$ cat src/rtl/multi_cycle_ctrl_pkg.sv
// -----------------------------------------------------------------------------
// multi_cycle_ctrl_pkg
//   Shared definitions for the multi-cycle instruction sequencer:
//   - opcode constants (instruction[30:25])
//   - the eight phase encodings and the number of phases per instruction
//   - the packed strobe vector driven by the sequencer
//   - opcode classification helpers used by the strobe decoder
// -----------------------------------------------------------------------------
package multi_cycle_ctrl_pkg;

  localparam int OPCODE_W = 6;
  localparam int PHASE_W  = 3;

  // Number of phases (clock cycles) spent on every instruction.
  localparam int IR_CYCLE = 8;

  localparam logic [OPCODE_W-1:0] OP_LWI  = 6'b000010;
  localparam logic [OPCODE_W-1:0] OP_SWI  = 6'b001010;
  localparam logic [OPCODE_W-1:0] OP_MOVI = 6'b100010;
  localparam logic [OPCODE_W-1:0] OP_ADDI = 6'b101000;
  localparam logic [OPCODE_W-1:0] OP_ORI  = 6'b101100;
  localparam logic [OPCODE_W-1:0] OP_XORI = 6'b101011;
  localparam logic [OPCODE_W-1:0] OP_ALU  = 6'b100000;

  typedef enum logic [PHASE_W-1:0] {
    PH_FETCH      = 3'd0,
    PH_FETCH_WAIT = 3'd1,
    PH_DECODE     = 3'd2,
    PH_EXEC       = 3'd3,
    PH_MEM        = 3'd4,
    PH_MEM_WAIT   = 3'd5,
    PH_WB         = 3'd6,
    PH_NEXT       = 3'd7
  } phase_e;

  // Strobe bundle; field order is also the bit order of the flat vector.
  typedef struct packed {
    logic im_enable;
    logic im_read;
    logic ir_load;
    logic alu_en;
    logic dm_enable;
    logic dm_read;
    logic dm_write;
    logic reg_write;
    logic wb_sel;
  } strobe_t;

  localparam int      STROBE_W    = 9;
  localparam strobe_t STROBE_IDLE = strobe_t'(9'b0_0000_0000);

  // Classes that use the execute stage.
  function automatic logic is_exec_op(input logic [OPCODE_W-1:0] opcode);
    logic res;
    case (opcode)
      OP_ALU, OP_MOVI, OP_ADDI, OP_ORI, OP_XORI, OP_LWI, OP_SWI: res = 1'b1;
      default:                                                   res = 1'b0;
    endcase
    return res;
  endfunction

  // Classes that write a result back into the register file.
  function automatic logic is_wb_op(input logic [OPCODE_W-1:0] opcode);
    logic res;
    case (opcode)
      OP_ALU, OP_MOVI, OP_ADDI, OP_ORI, OP_XORI, OP_LWI: res = 1'b1;
      default:                                           res = 1'b0;
    endcase
    return res;
  endfunction

endpackage

$ cat src/rtl/multi_cycle_ctrl_decode.sv
// -----------------------------------------------------------------------------
// ctrl_decode
//   Purely combinational map from (phase, opcode) to the strobe vector.
//   Ports:
//     phase   in  3  phase the strobes are being computed for
//     opcode  in  6  opcode valid for that phase
//     strobe  out 9  packed strobe_t vector
// -----------------------------------------------------------------------------
module ctrl_decode
  import multi_cycle_ctrl_pkg::*;
(
  input  logic [2:0] phase,
  input  logic [5:0] opcode,
  output logic [8:0] strobe
);

  phase_e  phase_s;
  strobe_t strobe_s;

  assign phase_s = phase_e'(phase);
  assign strobe  = strobe_s;

  // Phase/opcode to strobe decode; anything not named stays idle.
  always_comb begin
    strobe_s = STROBE_IDLE;
    case (phase_s)
      PH_FETCH: begin
        strobe_s.im_enable = 1'b1;
        strobe_s.im_read   = 1'b1;
      end
      PH_FETCH_WAIT: begin
        strobe_s.im_enable = 1'b1;
        strobe_s.im_read   = 1'b1;
        strobe_s.ir_load   = 1'b1;
      end
      PH_DECODE: begin
        strobe_s = STROBE_IDLE;
      end
      PH_EXEC: begin
        strobe_s.alu_en = is_exec_op(opcode);
      end
      PH_MEM: begin
        if (opcode == OP_LWI) begin
          strobe_s.dm_enable = 1'b1;
          strobe_s.dm_read   = 1'b1;
        end else if (opcode == OP_SWI) begin
          // Store is a single-cycle write; no read in the same cycle.
          strobe_s.dm_enable = 1'b1;
          strobe_s.dm_write  = 1'b1;
        end else begin
          strobe_s = STROBE_IDLE;
        end
      end
      PH_MEM_WAIT: begin
        if (opcode == OP_LWI) begin
          strobe_s.dm_enable = 1'b1;
          strobe_s.dm_read   = 1'b1;
        end else begin
          strobe_s = STROBE_IDLE;
        end
      end
      PH_WB: begin
        strobe_s.reg_write = is_wb_op(opcode);
        strobe_s.wb_sel    = (opcode == OP_LWI);
      end
      PH_NEXT: begin
        strobe_s = STROBE_IDLE;
      end
      default: begin
        strobe_s = STROBE_IDLE;
      end
    endcase
  end

endmodule

$ cat src/rtl/multi_cycle_ctrl.sv
// -----------------------------------------------------------------------------
// multi_cycle_ctrl
//   Eight-phase multi-cycle instruction sequencer. Owns the phase counter,
//   PC, latched opcode and the retired-instruction / cycle counters; the
//   strobes come from ctrl_decode and are registered before leaving.
//   Ports:
//     clk          in   1           rising-edge clock
//     rst          in   1           synchronous active-low reset
//     instruction  in   32          IM output word, opcode in [30:25]
//     IM_enable/IM_read/IM_write    out 1 each  instruction-memory controls
//     IM_address   out  IMAddrSize  current PC
//     DM_enable/DM_read/DM_write    out 1 each  data-memory controls
//     ir_load      out  1           instruction-register capture strobe
//     alu_en       out  1           execute-stage enable
//     reg_write    out  1           register-file write strobe
//     wb_sel       out  1           write-back source, 1 = DM_out, 0 = ALU
//     Ins_cnt      out  InsSize     retired instructions
//     Cycle_cnt    out  CycSize     cycles since reset release
// -----------------------------------------------------------------------------
module multi_cycle_ctrl
  import multi_cycle_ctrl_pkg::*;
#(
  parameter int IMAddrSize = 10,
  parameter int InsSize    = 64,
  parameter int CycSize    = 128
) (
  input  logic                  clk,
  input  logic                  rst,
  input  logic [31:0]           instruction,
  output logic                  IM_enable,
  output logic                  IM_read,
  output logic                  IM_write,
  output logic [IMAddrSize-1:0] IM_address,
  output logic                  DM_enable,
  output logic                  DM_read,
  output logic                  DM_write,
  output logic                  ir_load,
  output logic                  alu_en,
  output logic                  reg_write,
  output logic                  wb_sel,
  output logic [InsSize-1:0]    Ins_cnt,
  output logic [CycSize-1:0]    Cycle_cnt
);

  localparam logic [IMAddrSize-1:0] PC_ONE  = {{(IMAddrSize-1){1'b0}}, 1'b1};
  localparam logic [InsSize-1:0]    INS_ONE = {{(InsSize-1){1'b0}}, 1'b1};
  localparam logic [CycSize-1:0]    CYC_ONE = {{(CycSize-1){1'b0}}, 1'b1};

  // running_r is low for the cycle in which reset is released; the first
  // edge with rst high only arms the sequencer, so phase 0 strobes are
  // already registered when the first real FETCH cycle begins.
  logic                  running_r;
  phase_e                phase_r;
  phase_e                phase_nxt_s;
  logic [5:0]            opcode_r;
  logic [5:0]            opcode_nxt_s;
  logic [IMAddrSize-1:0] pc_r;
  logic [InsSize-1:0]    ins_cnt_r;
  logic [CycSize-1:0]    cyc_cnt_r;
  strobe_t               strobe_r;
  strobe_t               strobe_nxt_s;
  logic                  unused_instr_bits_s;

  assign unused_instr_bits_s = ^{instruction[31], instruction[24:0]};

  // Next phase and next latched opcode; the opcode is captured on the edge
  // that ends FETCH_WAIT so that decode sees it from DECODE onward.
  always_comb begin
    phase_nxt_s  = PH_FETCH;
    opcode_nxt_s = opcode_r;
    if (running_r) begin
      phase_nxt_s = phase_e'(phase_r + 3'd1);
      if (phase_r == PH_FETCH_WAIT) begin
        opcode_nxt_s = instruction[30:25];
      end else begin
        opcode_nxt_s = opcode_r;
      end
    end else begin
      phase_nxt_s  = PH_FETCH;
      opcode_nxt_s = opcode_r;
    end
  end

  // Strobes are decoded for the upcoming phase and then registered, so the
  // outputs line up with phase_r without any combinational path to pins.
  ctrl_decode u_decode (
    .phase  (phase_nxt_s),
    .opcode (opcode_nxt_s),
    .strobe (strobe_nxt_s)
  );

  // Phase register, PC, counters and registered strobes.
  always_ff @(posedge clk) begin
    if (!rst) begin
      running_r <= 1'b0;
      phase_r   <= PH_FETCH;
      opcode_r  <= 6'b000000;
      pc_r      <= {IMAddrSize{1'b0}};
      ins_cnt_r <= {InsSize{1'b0}};
      cyc_cnt_r <= {CycSize{1'b0}};
      strobe_r  <= STROBE_IDLE;
    end else begin
      running_r <= 1'b1;
      phase_r   <= phase_nxt_s;
      opcode_r  <= opcode_nxt_s;
      strobe_r  <= strobe_nxt_s;
      // Counts executed phase cycles, so Cycle_cnt == 8 * Ins_cnt at every
      // instruction boundary.
      if (running_r) begin
        cyc_cnt_r <= cyc_cnt_r + CYC_ONE;
      end else begin
        cyc_cnt_r <= cyc_cnt_r;
      end
      if (running_r && (phase_r == PH_NEXT)) begin
        pc_r      <= pc_r + PC_ONE;
        ins_cnt_r <= ins_cnt_r + INS_ONE;
      end else begin
        pc_r      <= pc_r;
        ins_cnt_r <= ins_cnt_r;
      end
    end
  end

  assign IM_enable  = strobe_r.im_enable;
  assign IM_read    = strobe_r.im_read;
  assign IM_write   = 1'b0;
  assign IM_address = pc_r;
  assign DM_enable  = strobe_r.dm_enable;
  assign DM_read    = strobe_r.dm_read;
  assign DM_write   = strobe_r.dm_write;
  assign ir_load    = strobe_r.ir_load;
  assign alu_en     = strobe_r.alu_en;
  assign reg_write  = strobe_r.reg_write;
  assign wb_sel     = strobe_r.wb_sel;
  assign Ins_cnt    = ins_cnt_r;
  assign Cycle_cnt  = cyc_cnt_r;

endmodule

$ cat config.mk
export PLATFORM = sky130hd
export DESIGN_NAME = multi_cycle_ctrl
export DESIGN_NICKNAME = d
export VERILOG_FILES = /design/src/rtl/multi_cycle_ctrl_pkg.sv /design/src/rtl/multi_cycle_ctrl_decode.sv /design/src/rtl/multi_cycle_ctrl.sv
export SDC_FILE = /design/constraint.sdc
export NUM_CORES = 1
export LEC_CHECK = 0
export ABC_AREA = 1
export BUFFER_PORTS_ARGS = -buffer_cell sky130_fd_sc_hd__buf_2
export CORE_ASPECT_RATIO = 0.75
export CORE_MARGIN = 5
export CORE_UTILIZATION = 30
export DETAILED_ROUTE_END_ITERATION = 12
export PLACE_DENSITY_LB_ADDON = 0.1
export SKIP_CTS_REPAIR_TIMING = 1
export SLEW_MARGIN = 20
export SYNTH_ARGS = -nofsm -noshare
export SYNTH_HDL_FRONTEND = slang
export SYNTH_SLANG_ARGS = --single-unit
$ cat constraint.sdc
create_clock -name clk -period 1.9 [get_ports clk]
set_input_delay 0.095 -clock clk [delete_from_list [all_inputs] [get_ports clk]]
set_output_delay 0.095 -clock clk [all_outputs]
set_load 0.1 [all_outputs]
Word-level counts from Yosys, hierarchy flattened
Index checks and enable logic that the tools add are counted.
Operators by class
  mux-type cells: 14
  add/sub/neg operators: 4
  equal/unequal tests: 14
  reduce and logical (&&, ||, !) cells: 6
Operator list (count)
  $add A128 B1 Y128 const B: 1
  $add A64 B1 Y64 const B: 1
  $eq A6 B6 Y1 const B: 5
  $eq A3 B3 Y1 const B: 4
  $mux W6: 2
  $add A10 B1 Y10 const B: 1
  $reduce_or A7 Y1: 1
  $eq A3 B1 Y1 const B: 2
  $eq A6 B2 Y1 const B: 1
  $eq A6 B4 Y1 const B: 1
  $mux W2: 3
  $mux W3: 2
  $pmux W3 S2: 1
  $reduce_or A6 Y1: 1
  $mux W1: 5
  $pmux W2 S2: 1
  $add A3 B1 Y3 const B: 1
  $eq A3 B2 Y1 const B: 1
  $logic_not A3 Y1: 1
  $reduce_and A2 Y1: 1
  $reduce_or A2 Y1: 1
  $logic_and A1 B1 Y1: 1
Word-level totals
  input bits: 34
  output and inout port bits: 212
  register bits after elaboration: 221
  logic and storage cells: 53

Depth between registers and ports, before layout
Gate-level depths: netlist of run 1.
  depth in word-level cells: 7
  depth in mapped cells: 13
  depth with buffers taken out: 13

Cells and area by module
From an unflattened synthesis of run 1, not the netlist that was laid out.
Second synthesis, totals
  cells, all modules: 2257
  area total of the unflattened synthesis: 13436.6 µm²
By module, submodules not included
  multi_cycle_ctrl: area an instance 13261.5 µm², times used 1, cells an instance 2221, sequential area each 4424.2 µm²
  ctrl_decode: area an instance 175.2 µm², times used 1, cells an instance 36, sequential area each 0.0 µm²

Worst setup path before layout of run 1
Ideal clock, no wire load.
  path type: flip-flop to flip-flop
  start point: register cyc_cnt_r[0] (netlist: Cycle_cnt[0])
  end point: register cyc_cnt_r[94] (netlist: Cycle_cnt[94])
  data required time: 1.772 ns
  buffers on the path: 0
  period minus slack after synthesis: 2.545 ns
  cell stages (with the launch flop): 11
  path slack: -0.645 ns
  arrival: 2.418 ns
  library setup time: 0.128 ns
  path through: dfxtp_1 -> ha_1 -> nand3_1 -> nor2_4 -> nand2_2 -> nor2_2 -> nand2_2 -> nor3_1 -> nand3_1 -> nand2_1 -> nor2_1
On the way
  longest elaborated chain between the ends: 1
RTL lines
  start: declaration: RTL line multi_cycle_ctrl.sv:59  | logic [CycSize-1:0] cyc_cnt_r;
  start signal: assignment: RTL line multi_cycle_ctrl.sv:100  | cyc_cnt_r <= {CycSize{1'b0}};
  start signal: assignment: RTL line multi_cycle_ctrl.sv:110  | cyc_cnt_r <= cyc_cnt_r + CYC_ONE;
  start signal: assignment: RTL line multi_cycle_ctrl.sv:112  | cyc_cnt_r <= cyc_cnt_r;
  $add A128 B1 Y128: RTL line multi_cycle_ctrl.sv:110
Every way passes these cells.
A chain may end at the register's enable or synchronous reset.

Final worst setup path of run 1
  start point: register phase_r[0]
  end point: register ins_cnt_r[43] (netlist: Ins_cnt[43])
On the way
  longest elaborated chain between the ends: 2
RTL lines
  start: declaration: RTL line multi_cycle_ctrl.sv:53  | phase_e phase_r;
  start signal: assignment: RTL line multi_cycle_ctrl.sv:104  | phase_r <= phase_nxt_s;
  $eq A3 B3 Y1: RTL line multi_cycle_ctrl.sv:114  | if (running_r && (phase_r == PH_NEXT)) begin
  $logic_and A1 B1 Y1: RTL line multi_cycle_ctrl.sv:114
  end signal: assignment: RTL line multi_cycle_ctrl.sv:99  | ins_cnt_r <= {InsSize{1'b0}};
  end signal: assignment: RTL line multi_cycle_ctrl.sv:116  | ins_cnt_r <= ins_cnt_r + INS_ONE;
  end signal: assignment: RTL line multi_cycle_ctrl.sv:119  | ins_cnt_r <= ins_cnt_r;
  end: declaration: RTL line multi_cycle_ctrl.sv:58  | logic [InsSize-1:0] ins_cnt_r;
Every way passes these cells.

==> flow_summary.json, run 1 <==
{
  "antenna_found_initial": 0,
  "wl_met2_um": 23130,
  "area_delta_synth_final_pct": 49.14,
  "power_w": 0.01020,
  "synth_area_leader_cell": "dfxtp_1",
  "synth_cell_type_count": 46,
  "pre_cts_slack_ns": -0.2049,
  "clock_path_buffers": 3,
  "violations": "negative setup slack",
  "groute.usage.overall": 0.2326,
  "postSynthAreaPerCell_sq_um": 6.230,
  "initial_core_util": 0.3031,
  "diodes": 0,
  "cts_inserted_buffers": 27,
  "final_antenna_net_count": 0,
  "fin_crit_sh": 1.046,
  "cts_tree": "done",
  "critPathLaunch": "phase_r[0]",
  "hold_path_class": "in2reg",
  "clock_sinks": 220,
  "cts-root-buf": "clkbuf_16",
  "io_buffers": 218,
  "ios": 246,
  "cp-end-kind": "flip-flop",
  "drt_iter0_drc": 1288,
  "final-hold-violation-count": 0,
  "clock_latency_ns": 0.57,
  "wirelength_um": 59500,
  "final-max-slew-violation-count": 0,
  "drt_first_pass_iters": 5,
  "drc": 0,
  "wl_met1_um": 30960,
  "clk_pin_slew_ns": 0.06,
  "grt_pass1_vias": 14180,
  "fin_util": 0.4520,
  "cap_violations": 0,
  "skew_ns": 0.02623,
  "worst-path-max-fanout": 5,
  "netlist_area_sq_mm": 0.01312,
  "synth_area_leaders": "dfxtp_1, nand2_1, nor2_1",
  "cp-start-kind": "flip-flop",
  "fmax_mhz": 503.2,
  "synth_flop_cell": "dfxtp_1",
  "slew_headroom": 0.6461,
  "place.detailed.hpwl_um": 47890,
  "period_minus_slack_ns": 1.987,
  "yosys_warnings": 0,
  "finalSetupViolCount": 2,
  "seq_area_frac_synth": 0.3358,
  "ys_ff_latch": 220,
  "wl_met3_um": 4685,
  "rsz0062_at_grt": "true",
  "setup_ws_ns": -0.08711,
  "holdCritStartpoint": "instruction[30]",
  "rr_startpoint": "phase_r[0]",
  "status": "finished, violations left",
  "synth-async-reset-ratio": 0,
  "grt_first_pass_wirelength_um": 86550,
  "tightestPinTransition_ns": 0.5345,
  "h-tree-depth": 1,
  "die_w_um": 251.4,
  "leakage_nw": 8.233,
  "critPathRequiredTime_ns": 2.33,
  "syn-num-nets": 2145,
  "critPathArrivalTime_ns": 2.42,
  "syn_inst": 2105,
  "vias_per_cell": 4.893,
  "drive_gt1_frac": 0.4015,
  "fp-row-count": 66,
  "crit_type": "reg2reg",
  "cellPowerDensity_mw_per_mm2": 521.5,
  "routedWlPerCell_um": 18.37,
  "die_y_um": 191.1,
  "synth_top_area_frac": 0.3358,
  "die_area_sq_mm": 0.04804,
  "top_layer": "met4",
  "vias": 15840,
  "place_congestion": 0.9322,
  "grt_max_degree": 83,
  "synth_edf_count": 0,
  "nets": 2679,
  "peakVddDrop_mv": 0.5901,
  "grt_overflow": 0,
  "core_sq_mm": 0.04327
}
[synth_stat cells, types with 2 or more instances]
library cell,n
nand2_1,505
nor2_1,438
inv_1,253
dfxtp_1,220
nand3_1,131
a21oi_1,97
nand4_1,78
o21ai_0,74
nor3_1,46
nor2_2,44
nor2_4,24
xor2_1,24
clkbuf_1,21
nand2_2,16
o21a_1,12
nor4_1,11
inv_2,10
nor3_2,9
and2_1,8
nor3b_1,8
o21ai_1,8
xnor2_1,8
nand3_2,7
nand3b_1,7
ha_1,6
a31oi_1,5
buf_2,5
buf_4,4
nand2_4,4
o21bai_1,3
nand3_4,2
nor2_8,2
or2_2,2
[flip-flops by register name (all words and copies together) (netlist names)]
name        flops
IM_enable       1
reg_write       1
alu_en          1
ir_load         1
DM_read         1
Cycle_cnt     128
running_r       1
IM_address     10
opcode_r        6
Ins_cnt        64
DM_write        1
DM_enable       1
wb_sel          1
phase_r         3
[layer usage]
| layer | global-route usage | vias up |
|---|---|---|
| li1 | - | 7827 |
| met1 | 0.3821 | 7443 |
| met2 | 0.3167 | 524 |
| met3 | 0.03863 | 48 |
| met4 | 0.03357 | 0 |
| met5 | 0 | - |
[power breakdown]
| part | internal, W | switching (W) |
|---|---|---|
| clock network | 0.00303 | 0.00219 |
| logic | 0.000106 | 0.000277 |
| registers | 0.00459 | 0.0000148 |
| total | 0.00772 | 0.00248 |
[per-stage QoR]
step                cell area (sq um)  cells  hold slack, ns   TNS [ns]
CTS                             17990   3178         -0.1992     -2.450
floorplan                       13410   2105          0.1227  -0.008046
detailed placement              17120   3128          0.4027     -1.612
global placement                17120   3128          0.3974     -1.045
finish                          19560   3238          0.3658    -0.1122
global route                    19560   3238          0.3714     -1.498
[layout by cell type, fill, tap and decap left out, types with 60 or more instances in the layout]
| cell | Yosys | final |
|---|---|---|
| o21ai_0 | 74 | 68 |
| nor2_1 | 438 | 353 |
| nor2_2 | 44 | 80 |
| nand2_2 | 16 | 60 |
| buf_4 | 4 | 289 |
| nor2_4 | 24 | 73 |
| nand3_1 | 131 | 116 |
| nand4_1 | 78 | 78 |
| buf_2 | 5 | 217 |
| a21oi_1 | 97 | 96 |
| inv_1 | 253 | 251 |
| dfxtp_2 | 0 | 162 |
| nand2_1 | 505 | 446 |
[area by class of cell]
type / count / area (sq um)
clock buffer: 35 / 745.7
clock inverter: 15 / 130.1
multi-input combinational: 1590 / 8587
timing repair buffer: 536 / 3664
sequential: 220 / 4708
tap: 578 / 723.2
inverter: 264 / 1002
fill: 4591 / 23710
[worst max-delay path, cell delays in order, from the launching register on]
cell and delay (ns):
dfxtp_2 0.35, ha_4 0.14, ha_4 0.14, nand2_8 0.09, nor2_4 0.14, nand2_2 0.09, nor2_4 0.16, nand2_4 0.10
nor2_4 0.20, buf_4 0.15, buf_6 0.09, nand2_2 0.03, nor2_1 0.11, nor3_1 0.05
[path summary, 6_finish.rpt]
| kind | endpoint | slack (ns) | cells after the start |
|---|---|---|---|
| hold reg to reg | Ins_cnt[3] | 0.45 | 1 |
| hold / removal | opcode_r[5] | 0.37 | 4 |
| setup reg to reg | Ins_cnt[43] | -0.09 | 13 |
| setup / recovery | Ins_cnt[43] | -0.09 | 13 |
[kinds of logic after synthesis]
group,share of synthesized area
AND/OR/NAND/NOR,0.4683
buffers and inverters,0.08691
flip-flops,0.3358
AO/OA/AOI/OAI,0.08157
XOR/XNOR,0.02137
adder cells (fa/ha/maj),0.005724
other,0.0002859
No activity file was read; power rests on OpenSTA's default activity.
==> run 2, diff against run 1 <==
--- a/config.mk
+++ b/config.mk
@@ -8,8 +8,7 @@
 export ABC_AREA = 1
 export BUFFER_PORTS_ARGS = -buffer_cell sky130_fd_sc_hd__buf_2
 export CORE_ASPECT_RATIO = 0.75
-export CORE_MARGIN = 5
-export CORE_UTILIZATION = 30
+export CORE_UTILIZATION = 35
 export DETAILED_ROUTE_END_ITERATION = 12
 export PLACE_DENSITY_LB_ADDON = 0.1
 export SKIP_CTS_REPAIR_TIMING = 1
==> flow_summary.json, run 2 (same netlist as run 1, synthesis figures left out) <==
{
  "status": "finished, violations left",
  "violations": "negative hold slack",
  "grt_pass1_vias": 13700,
  "cp-end-kind": "flip-flop",
  "wl_met3_um": 4999,
  "largest_reg_flops": 128,
  "h-tree-depth": 1,
  "ios": 246,
  "place.detailed.hpwl_um": 44540,
  "setup_ws_ns": 0.03188,
  "whs_ns": -0.01221,
  "period_minus_slack_ns": 1.868,
  "core_sq_mm": 0.03702,
  "wirelength_um": 55620,
  "vias": 15590,
  "peakVddDrop_mv": 0.6968,
  "wl_met2_um": 21350,
  "final_antenna_net_count": 0,
  "critPathLaunch": "phase_r[1]",
  "rsz0062_at_grt": "true",
  "die_w_um": 225.5,
  "layout_commonest_cell": "nand2_1",
  "clock_sinks": 220,
  "worst-path-max-fanout": 6,
  "skew_ns": 0.009045,
  "final_cells": 3128,
  "fp-row-count": 61,
  "cts-root-buf": "clkbuf_16",
  "cts_tree": "done",
  "cap_violations": 0,
  "rr_startpoint": "phase_r[1]",
  "final-hold-violation-count": 7,
  "critPathRequiredTime_ns": 2.35,
  "critPathArrivalTime_ns": 2.32,
  "pre_cts_slack_ns": -0.1319,
  "io_buffers": 218,
  "routedWlPerCell_um": 17.78,
  "fin_crit_sh": 0.9832,
  "drive_gt1_frac": 0.3838,
  "fmax_mhz": 535.3,
  "cts_inserted_buffers": 26,
  "nets": 2644,
  "initial_core_util": 0.3543,
  "cellPowerDensity_mw_per_mm2": 540.7,
  "diodes": 0,
  "tightestPinTransition_ns": 0.6179,
  "clk_pin_slew_ns": 0.06,
  "hold_path_class": "in2reg",
  "top_layer": "met4",
  "drt_first_pass_iters": 5,
  "drt_iter0_drc": 1495,
  "die_area_sq_mm": 0.03826,
  "grt_overflow": 0,
  "grt_max_degree": 126,
  "final-max-slew-violation-count": 0,
  "crit_type": "reg2reg",
  "clock_latency_ns": 0.56,
  "cp-start-kind": "flip-flop",
  "place_congestion": 0.9861,
  "leakage_nw": 7.841,
  "slew_headroom": 0.5881,
  "area_delta_synth_final_pct": 44.31,
  "holdCritStartpoint": "rst",
  "groute.usage.overall": 0.2810,
  "dp_cells": 3035,
  "final_cell_mix": "nand2_1, nor2_1, buf_4, inv_1, buf_2",
  "drc": 0,
  "antenna_found_initial": 0,
  "die_y_um": 169.6,
  "grt_first_pass_wirelength_um": 81720,
  "vias_per_cell": 4.982,
  "finalSetupViolCount": 0,
  "rrSetupSlack_ns": 0.03,
  "clock_path_buffers": 3,
  "wl_met1_um": 28440
}
## run 2: layer usage
layer / vias to the layer above / GRT usage
met2: 568 / 0.3686
li1: 7739 / -
met1: 7231 / 0.4536
met5: - / 0
met4: 0 / 0.04939
met3: 47 / 0.06042
## run 2: metrics by stage
stage               power (W)  setup TNS (ns)    util  hold slack, ns  area (sq um)
global placement     0.005053         -0.2591  0.4551          0.3950         16850
detailed placement   0.005058         -0.9229  0.4551          0.4025         16850
finish                0.01023               0  0.5113        -0.01221         18930
CTS                   0.01032          -1.692  0.4788         -0.1789         17720
floorplan            0.004964       -0.008046       -          0.1227         13410
global route          0.01053         -0.8558  0.5113       0.0007417         18930
## run 2: critical path, cell delays in order (launching register included)
cell	delay, ns
dfxtp_2	0.35
ha_4	0.14
ha_4	0.15
nand2_8	0.09
nor2_4	0.14
nand3_2	0.11
nor2_2	0.13
buf_6	0.13
nand2_4	0.05
nor2_4	0.21
nand4_1	0.12
nand2_1	0.07
nor2_1	0.05
## run 2: final cells by class
type / count / area, sq um
tap: 504 / 630.6
multi-input combinational: 1589 / 8358
inverter: 264 / 1008
clock inverter: 14 / 146.4
sequential: 220 / 4711
fill: 3848 / 18090
clock buffer: 34 / 732.0
timing repair buffer: 503 / 3341
## run 2: final timing paths
kind,endpoint,depth (start not counted)
worst max-delay path,Ins_cnt[55],12
worst min-delay path,Ins_cnt[52],3
worst max register to register,Ins_cnt[55],12
worst min register to register,Ins_cnt[3],1
## run 2: power by group
group	leakage (nW)	switching, W	internal (W)
registers	1.88	0.0000130	0.00459
clock network	0.432	0.00215	0.00311
logic	5.53	0.000268	0.000103
